--- src/rtl/rot_shift_pkg.sv ---
// rtl/rot_shift_pkg.sv - shared types for the pipelined rotate/shift unit
// Purpose: op encoding and the width-independent part of the per-stage record.
//   Data, tag and shift amount are width-parameterised and travel beside this record.
// Ports: none (package).
// Optional feature macro: ROT_SHIFT_FLAGS_EN adds carry/zero to the stage record.
package rot_shift_pkg;

   typedef enum logic [2:0] {
      OP_SHR  = 3'b000,
      OP_SHRA = 3'b001,
      OP_SHL  = 3'b010,
      OP_ROR  = 3'b011,
      OP_ROL  = 3'b100,
      OP_PASS = 3'b101
   } op_e;

   typedef struct packed {
      logic valid;
      op_e  op;
`ifdef ROT_SHIFT_FLAGS_EN
      logic carry;
      logic zero;
`endif
   } stage_ctrl_t;

   // Codes 101..111 all behave as pass-through; fold them onto one enum value.
   function automatic op_e decode_op(input logic [2:0] raw);
      return (raw > 3'd4) ? OP_PASS : op_e'(raw);
   endfunction

endpackage

--- src/rtl/rot_shift_level.sv ---
// rtl/rot_shift_level.sv - one registered barrel level of the rotate/shift pipe
// Purpose: applies shift bit LEVEL (right shift or right rotate by 2**LEVEL),
//   registers the result with its tag/op/amount, and provides the stall logic.
//   The last level also undoes the operand bit-reversal used for SHL.
// Ports:
//   clk, clr_n       clock, asynchronous active-low reset
//   flush            synchronous drop of the held operation
//   i_ctrl/i_data/i_shamt/i_tag   record from upstream
//   o_ready          this level can take a record this cycle
//   i_ready          downstream level can take a record this cycle
//   o_ctrl/o_data/o_shamt/o_tag   registered record to downstream
// Optional feature macro: ROT_SHIFT_FLAGS_EN (carry/zero tracking).
module rot_shift_level
   import rot_shift_pkg::*;
#(
   parameter  int WIDTH   = 32,
   parameter  int TAG_W   = 4,
   parameter  int LEVEL   = 0,
   localparam int SHAMT_W = $clog2(WIDTH)
) (
   input  logic               clk,
   input  logic               clr_n,
   input  logic               flush,
   input  stage_ctrl_t        i_ctrl,
   input  logic [WIDTH-1:0]   i_data,
   input  logic [SHAMT_W-1:0] i_shamt,
   input  logic [TAG_W-1:0]   i_tag,
   output logic               o_ready,
   input  logic               i_ready,
   output stage_ctrl_t        o_ctrl,
   output logic [WIDTH-1:0]   o_data,
   output logic [SHAMT_W-1:0] o_shamt,
   output logic [TAG_W-1:0]   o_tag
);

   localparam int LAT  = SHAMT_W;
   localparam int DIST = 1 << LEVEL;

   stage_ctrl_t        r_ctrl;
   logic [WIDTH-1:0]   r_data;
   logic [SHAMT_W-1:0] r_shamt;
   logic [TAG_W-1:0]   r_tag;

   stage_ctrl_t        w_ctrl;
   logic [WIDTH-1:0]   w_shift;
   logic [WIDTH-1:0]   w_data;
   logic               w_fill;
   logic               w_rot;

   // Empty, or the held record leaves this cycle.
   assign o_ready = ~r_ctrl.valid | i_ready;

   always_comb begin
      w_ctrl  = i_ctrl;
      w_rot   = (i_ctrl.op == OP_ROR) || (i_ctrl.op == OP_ROL);
      // SHRA never sees a reversed operand, so the current MSB is still the original sign.
      w_fill  = (i_ctrl.op == OP_SHRA) & i_data[WIDTH-1];
      w_shift = i_data;
      if (i_shamt[LEVEL]) begin
         if (w_rot) begin
            w_shift = {i_data[DIST-1:0], i_data[WIDTH-1:DIST]};
         end else begin
            w_shift = {{DIST{w_fill}}, i_data[WIDTH-1:DIST]};
         end
      end
      w_data = w_shift;
      if ((LEVEL == LAT - 1) && (i_ctrl.op == OP_SHL)) begin
         for (int b = 0; b < WIDTH; b++) begin
            w_data[b] = w_shift[WIDTH-1-b];
         end
      end
`ifdef ROT_SHIFT_FLAGS_EN
      // Later levels leave the data alone once the amount is exhausted, so the
      // last active level decides the carry. For shifts, bit DIST-1 here is the
      // last bit to fall off overall.
      if (i_shamt[LEVEL]) begin
         if (i_ctrl.op == OP_ROR) begin
            w_ctrl.carry = w_shift[WIDTH-1];
         end else if (i_ctrl.op == OP_ROL) begin
            w_ctrl.carry = w_shift[0];
         end else begin
            w_ctrl.carry = i_data[DIST-1];
         end
      end
      if (LEVEL == LAT - 1) begin
         w_ctrl.zero = (w_data == '0);
      end
`endif
   end

   always_ff @(posedge clk or negedge clr_n) begin
      if (!clr_n) begin
         r_ctrl  <= '0;
         r_data  <= '0;
         r_shamt <= '0;
         r_tag   <= '0;
      end else if (flush) begin
         r_ctrl.valid <= 1'b0;
      end else if (o_ready) begin
         r_ctrl  <= w_ctrl;
         r_data  <= w_data;
         r_shamt <= i_shamt;
         r_tag   <= i_tag;
      end
   end

   assign o_ctrl  = r_ctrl;
   assign o_data  = r_data;
   assign o_shamt = r_shamt;
   assign o_tag   = r_tag;

endmodule

--- src/rtl/rot_shift_pipe.sv ---
// rtl/rot_shift_pipe.sv - pipelined SHR/SHRA/SHL/ROR/ROL unit, one level per shift bit
// Purpose: log2(WIDTH)-level registered barrel with valid/ready at both ends and a
//   pass-through tag. ROL k runs as ROR (WIDTH-k); SHL runs as a right shift of the
//   bit-reversed operand. Latency is log2(WIDTH) cycles, throughput one per cycle.
// Ports:
//   clk, clr_n                  clock, asynchronous active-low reset
//   flush                       drops every in-flight operation
//   in_valid/in_ready           input handshake
//   in_op/in_data/in_shamt/in_tag  operation, operand, amount, tag
//   out_valid/out_ready         output handshake
//   out_data/out_tag            result and its tag
//   out_carry/out_zero          last bit shifted out, result==0 (flag build only)
// Optional feature macro: ROT_SHIFT_FLAGS_EN.
module rot_shift_pipe
   import rot_shift_pkg::*;
#(
   parameter  int WIDTH   = 32,
   parameter  int TAG_W   = 4,
   localparam int SHAMT_W = $clog2(WIDTH)
) (
   input  logic               clk,
   input  logic               clr_n,
   input  logic               flush,
   input  logic               in_valid,
   output logic               in_ready,
   input  logic [2:0]         in_op,
   input  logic [WIDTH-1:0]   in_data,
   input  logic [SHAMT_W-1:0] in_shamt,
   input  logic [TAG_W-1:0]   in_tag,
   output logic               out_valid,
   input  logic               out_ready,
   output logic [WIDTH-1:0]   out_data,
   output logic [TAG_W-1:0]   out_tag
`ifdef ROT_SHIFT_FLAGS_EN
  ,output logic               out_carry,
   output logic               out_zero
`endif
);

   localparam int                 LAT       = SHAMT_W;
   localparam logic [SHAMT_W-1:0] SHAMT_ONE = 1;

   stage_ctrl_t        w_ent_ctrl;
   logic [WIDTH-1:0]   w_ent_data;
   logic [SHAMT_W-1:0] w_ent_shamt;

   stage_ctrl_t        w_ctrl  [0:LAT];
   logic [WIDTH-1:0]   w_data  [0:LAT];
   logic [SHAMT_W-1:0] w_shamt [0:LAT];
   logic [TAG_W-1:0]   w_tag   [0:LAT];
   logic               w_ready [0:LAT];

   logic [SHAMT_W+$bits(stage_ctrl_t)-1:0] w_unused_last;

   // Normalise every op into a right shift/rotate before the barrel.
   always_comb begin
      w_ent_ctrl       = '0;
      w_ent_ctrl.valid = in_valid & ~flush;
      w_ent_ctrl.op    = decode_op(in_op);
      w_ent_data       = in_data;
      w_ent_shamt      = in_shamt;
      case (w_ent_ctrl.op)
         OP_SHL: begin
            for (int b = 0; b < WIDTH; b++) begin
               w_ent_data[b] = in_data[WIDTH-1-b];
            end
         end
         OP_ROL:  w_ent_shamt = ~in_shamt + SHAMT_ONE;  // (WIDTH-k) mod WIDTH
         OP_PASS: w_ent_shamt = '0;
         default: ;
      endcase
   end

   assign w_ctrl[0]    = w_ent_ctrl;
   assign w_data[0]    = w_ent_data;
   assign w_shamt[0]   = w_ent_shamt;
   assign w_tag[0]     = in_tag;
   assign w_ready[LAT] = out_ready;

   for (genvar g = 0; g < LAT; g++) begin : g_level
      rot_shift_level #(
         .WIDTH (WIDTH),
         .TAG_W (TAG_W),
         .LEVEL (g)
      ) u_level (
         .clk     (clk),
         .clr_n   (clr_n),
         .flush   (flush),
         .i_ctrl  (w_ctrl[g]),
         .i_data  (w_data[g]),
         .i_shamt (w_shamt[g]),
         .i_tag   (w_tag[g]),
         .o_ready (w_ready[g]),
         .i_ready (w_ready[g+1]),
         .o_ctrl  (w_ctrl[g+1]),
         .o_data  (w_data[g+1]),
         .o_shamt (w_shamt[g+1]),
         .o_tag   (w_tag[g+1])
      );
   end

   assign in_ready  = w_ready[0] & ~flush;
   assign out_valid = w_ctrl[LAT].valid;
   assign out_data  = w_data[LAT];
   assign out_tag   = w_tag[LAT];
`ifdef ROT_SHIFT_FLAGS_EN
   assign out_carry = w_ctrl[LAT].carry;
   assign out_zero  = w_ctrl[LAT].zero;
`endif

   // The amount and op are spent by the time they reach the output.
   assign w_unused_last = {w_shamt[LAT], w_ctrl[LAT]};

endmodule

--- config.mk ---
export PLATFORM = sky130hd
export DESIGN_NAME = rot_shift_pipe
export DESIGN_NICKNAME = d
export VERILOG_FILES = /design/src/rtl/rot_shift_pkg.sv /design/src/rtl/rot_shift_level.sv /design/src/rtl/rot_shift_pipe.sv
export SDC_FILE = /design/constraint.sdc
export NUM_CORES = 1
export LEC_CHECK = 0
export CORE_MARGIN = 10
export CORE_UTILIZATION = 50
export DETAILED_ROUTE_END_ITERATION = 7
export PLACE_DENSITY = 0.7
export SLEW_MARGIN = 20
export SYNTH_ARGS = -nofsm -noshare
export SYNTH_HDL_FRONTEND = slang
export SYNTH_HIERARCHICAL = 1
export SYNTH_SLANG_ARGS = --single-unit
export TNS_END_PERCENT = 30
--- constraint.sdc ---
create_clock -name clk -period 3.5 [get_ports clk]
set_input_delay 0.525 -clock clk [delete_from_list [all_inputs] [get_ports clk]]
set_output_delay 0.525 -clock clk [all_outputs]
set_load 0.02 [all_outputs]
==> impl_metrics.json <==
{
  "core.rowCount": 55,
  "rsz0062_at_grt": "no",
  "chipHeight_um": 172,
  "grt-busiest-layer": "met2",
  "ctsResizeCount": 0,
  "antenna_found_initial": 0,
  "drt-initial-drc-count": 540,
  "initial_core_util_pct": 50.8,
  "hold_violations": 0,
  "io_buffer_count": 86,
  "leakagePower_nw": 5.27,
  "vdd_drop_max_mv": 0.339,
  "finClkSkew_ns": 0.0138,
  "hold_path_class": "in -> async",
  "synth_fp_nets": 1119,
  "cp.arrival_ns": 2.71,
  "grt_overflow": 0,
  "cts_sinks": 207,
  "period_share_pct": 92.5,
  "hold_buffers": 0,
  "place_area_sq_um": 12300,
  "min_period_ns": 3.24,
  "cp_data_required_time_ns": 2.97,
  "h-tree-depth": 1,
  "clock_latency_ns": 0.50,
  "maxSlewHeadroom_pct": 34.7,
  "cts_tree": "done",
  "drcViolationCount": 0,
  "cp-start-kind": "input port",
  "finalPower_mw": 8.17,
  "cap_violations": 0,
  "grt_usage_pct": 17.3,
  "slew_viol_final": 0,
  "viasPerCell": 5.83,
  "met1_usage_pct": 22.2,
  "dr.pass1.iters": 5,
  "grt_pass1_wl_um": 42300,
  "io_pins": 87,
  "cts_buffers": 22,
  "met3_usage_pct": 2.62,
  "grt_pass1_vias": 8141,
  "syn-cell-area_sq_um": 11500,
  "setup_tns_ns": 0,
  "cts-root-buf": "clkbuf_16",
  "vias": 8220,
  "core_area_sq_um": 22700,
  "finalNetCount": 1159,
  "status": "finished, final reports clean",
  "cts_buffer_depth": 3,
  "synthCells": 1069,
  "num-fill-cells": 1975,
  "die-area_sq_um": 29600,
  "pwr_density_cell_nw_per_um2": 624,
  "antenna_cells": 0,
  "path_clk_slew_ns": 0.06,
  "grt_max_degree": 93,
  "fmaxAchievable_mhz": 309,
  "dpl.hpwl_um": 18900,
  "die_w_um": 172,
  "drive_above_1_share_pct": 17.5,
  "postRouteWirelength_um": 25900,
  "post-cts-setup-buffers": 0,
  "crit_path_end_kind": "output port",
  "postSynthAreaPerCell_sq_um": 10.8,
  "critPathKind": "in -> out",
  "gr-usage-met2_pct": 29.6,
  "worstPathMaxFanout": 11,
  "ant_nets": 0,
  "worst_pin_slew_ns": 0.980,
  "postLayoutCellArea_sq_um": 13100,
  "routabilityCongestion": 0.836,
  "area_growth_syn_to_layout_pct": 13.4,
  "setup_violations": 0,
  "yosys_warnings": 6,
  "wire_per_inst_um": 18.4
}
power breakdown:
group	switching (mW)	total, mW	internal [mW]	leakage (nW)
Combinational	1.16	2.25	1.09	2.42
Sequential	0.535	3.44	2.91	2.47
Clock	0.924	2.47	1.55	0.386
flip-flops by register name, indices dropped and copies added, names as in the netlist:
name and count:
g_level.u_level/o_ctrl 17, g_level.u_level/o_data 160, g_level.u_level/o_shamt 10, g_level.u_level/o_tag 20
worst max-delay path: stages:
cell and delay, ns:
clkdlybuf4s50_1 0.41, nor2b_1 0.19, inv_1 0.10, nor2b_4 0.15
inv_4 0.08, nor2b_4 0.12, inv_1 0.08, nor2b_4 0.12
inv_1 0.08, nor2b_4 0.11, inv_1 0.05, nor2b_1 0.12
clkdlybuf4s50_1 0.57
cell type report:
cell class / count / area, sq um / share of cell area, %
clock buffers: 33 / 673 / 5.14
clock inverters: 6 / 109 / 0.831
inverters: 14 / 55.1 / 0.420
multi-input cells: 743 / 5580 / 42.6
flip-flops and latches: 207 / 5180 / 39.6
well taps: 285 / 357 / 2.72
repair buffers: 121 / 1130 / 8.67
per-stage QoR:
| stage | hold slack [ns] | std cells | setup slack, ns | util (%) |
|---|---|---|---|---|
| 5_1_grt | 0.122 | 1409 | 0.127 | 57.7 |
| 3_3_place_gp | 0.468 | 1370 | 0.270 | 54.2 |
| 4_1_cts | 0.111 | 1409 | 0.243 | 57.7 |
| 3_5_place_dp | 0.474 | 1370 | 0.264 | 54.2 |
| 6_report | 0.0796 | 1409 | 0.262 | 57.7 |
| 2_1_floorplan | 0.229 | 1069 | 0.0780 | - |
metal layers:
layer / part of all wire, % / up-vias / wire (um)
met3: 4.3 / 35 / 1120
met4: 2.4 / 0 / 627
met2: 48 / 192 / 12400
li1: - / 4002 / -
met5: 0 / - / 0
met1: 45 / 3991 / 11700
final timing paths:
kind                       cells after the start  slack [ns]                                      from                                        to
min reg2reg                                    1        0.48   g_level[4].u_level/o_tag[0]$_DFFE_PN0P_   g_level[4].u_level/o_tag[0]$_DFFE_PN0P_
min                                            1        0.08                                     clr_n  g_level[4].u_level/o_data[1]$_DFFE_PN0P_
max                                           13        0.26                                 out_ready                                  in_ready
max reg2reg                                   11        1.06  g_level[4].u_level/o_ctrl[3]$_DFFE_PN0P_  g_level[1].u_level/o_ctrl[2]$_DFFE_PN0P_
min in group clk                               2        0.48                                     flush  g_level[0].u_level/o_ctrl[3]$_DFFE_PN0P_
max in group asynchronous                      2        2.57                                     clr_n  g_level[0].u_level/o_data[6]$_DFFE_PN0P_
cells in the final DEF, fill, tap and decap left out, drive strengths merged:
master and instances:
dfrtp 207, o21ai 174, mux2i 130, mux2 95
clkdlybuf4s50 84, a21oi 73, nand2 56, nor2 55
buf 36, clkbuf 34, o211ai 32, a31oi 32
inv 15, o221ai 15, nor2b 12, a21o 9
nand3b 9, nor4 8, a311oi 8, o31ai 7
a221oi 6, nor3b 5, bufinv 3, or2 3
clkinv 2, and3b 2, nand4b 2, or3b 2
o21a 1, a211oi 1, a31o 1, xor2 1
xnor2 1, ha 1, and3 1, nand2b 1
Power figures use the tool's default switching activity.
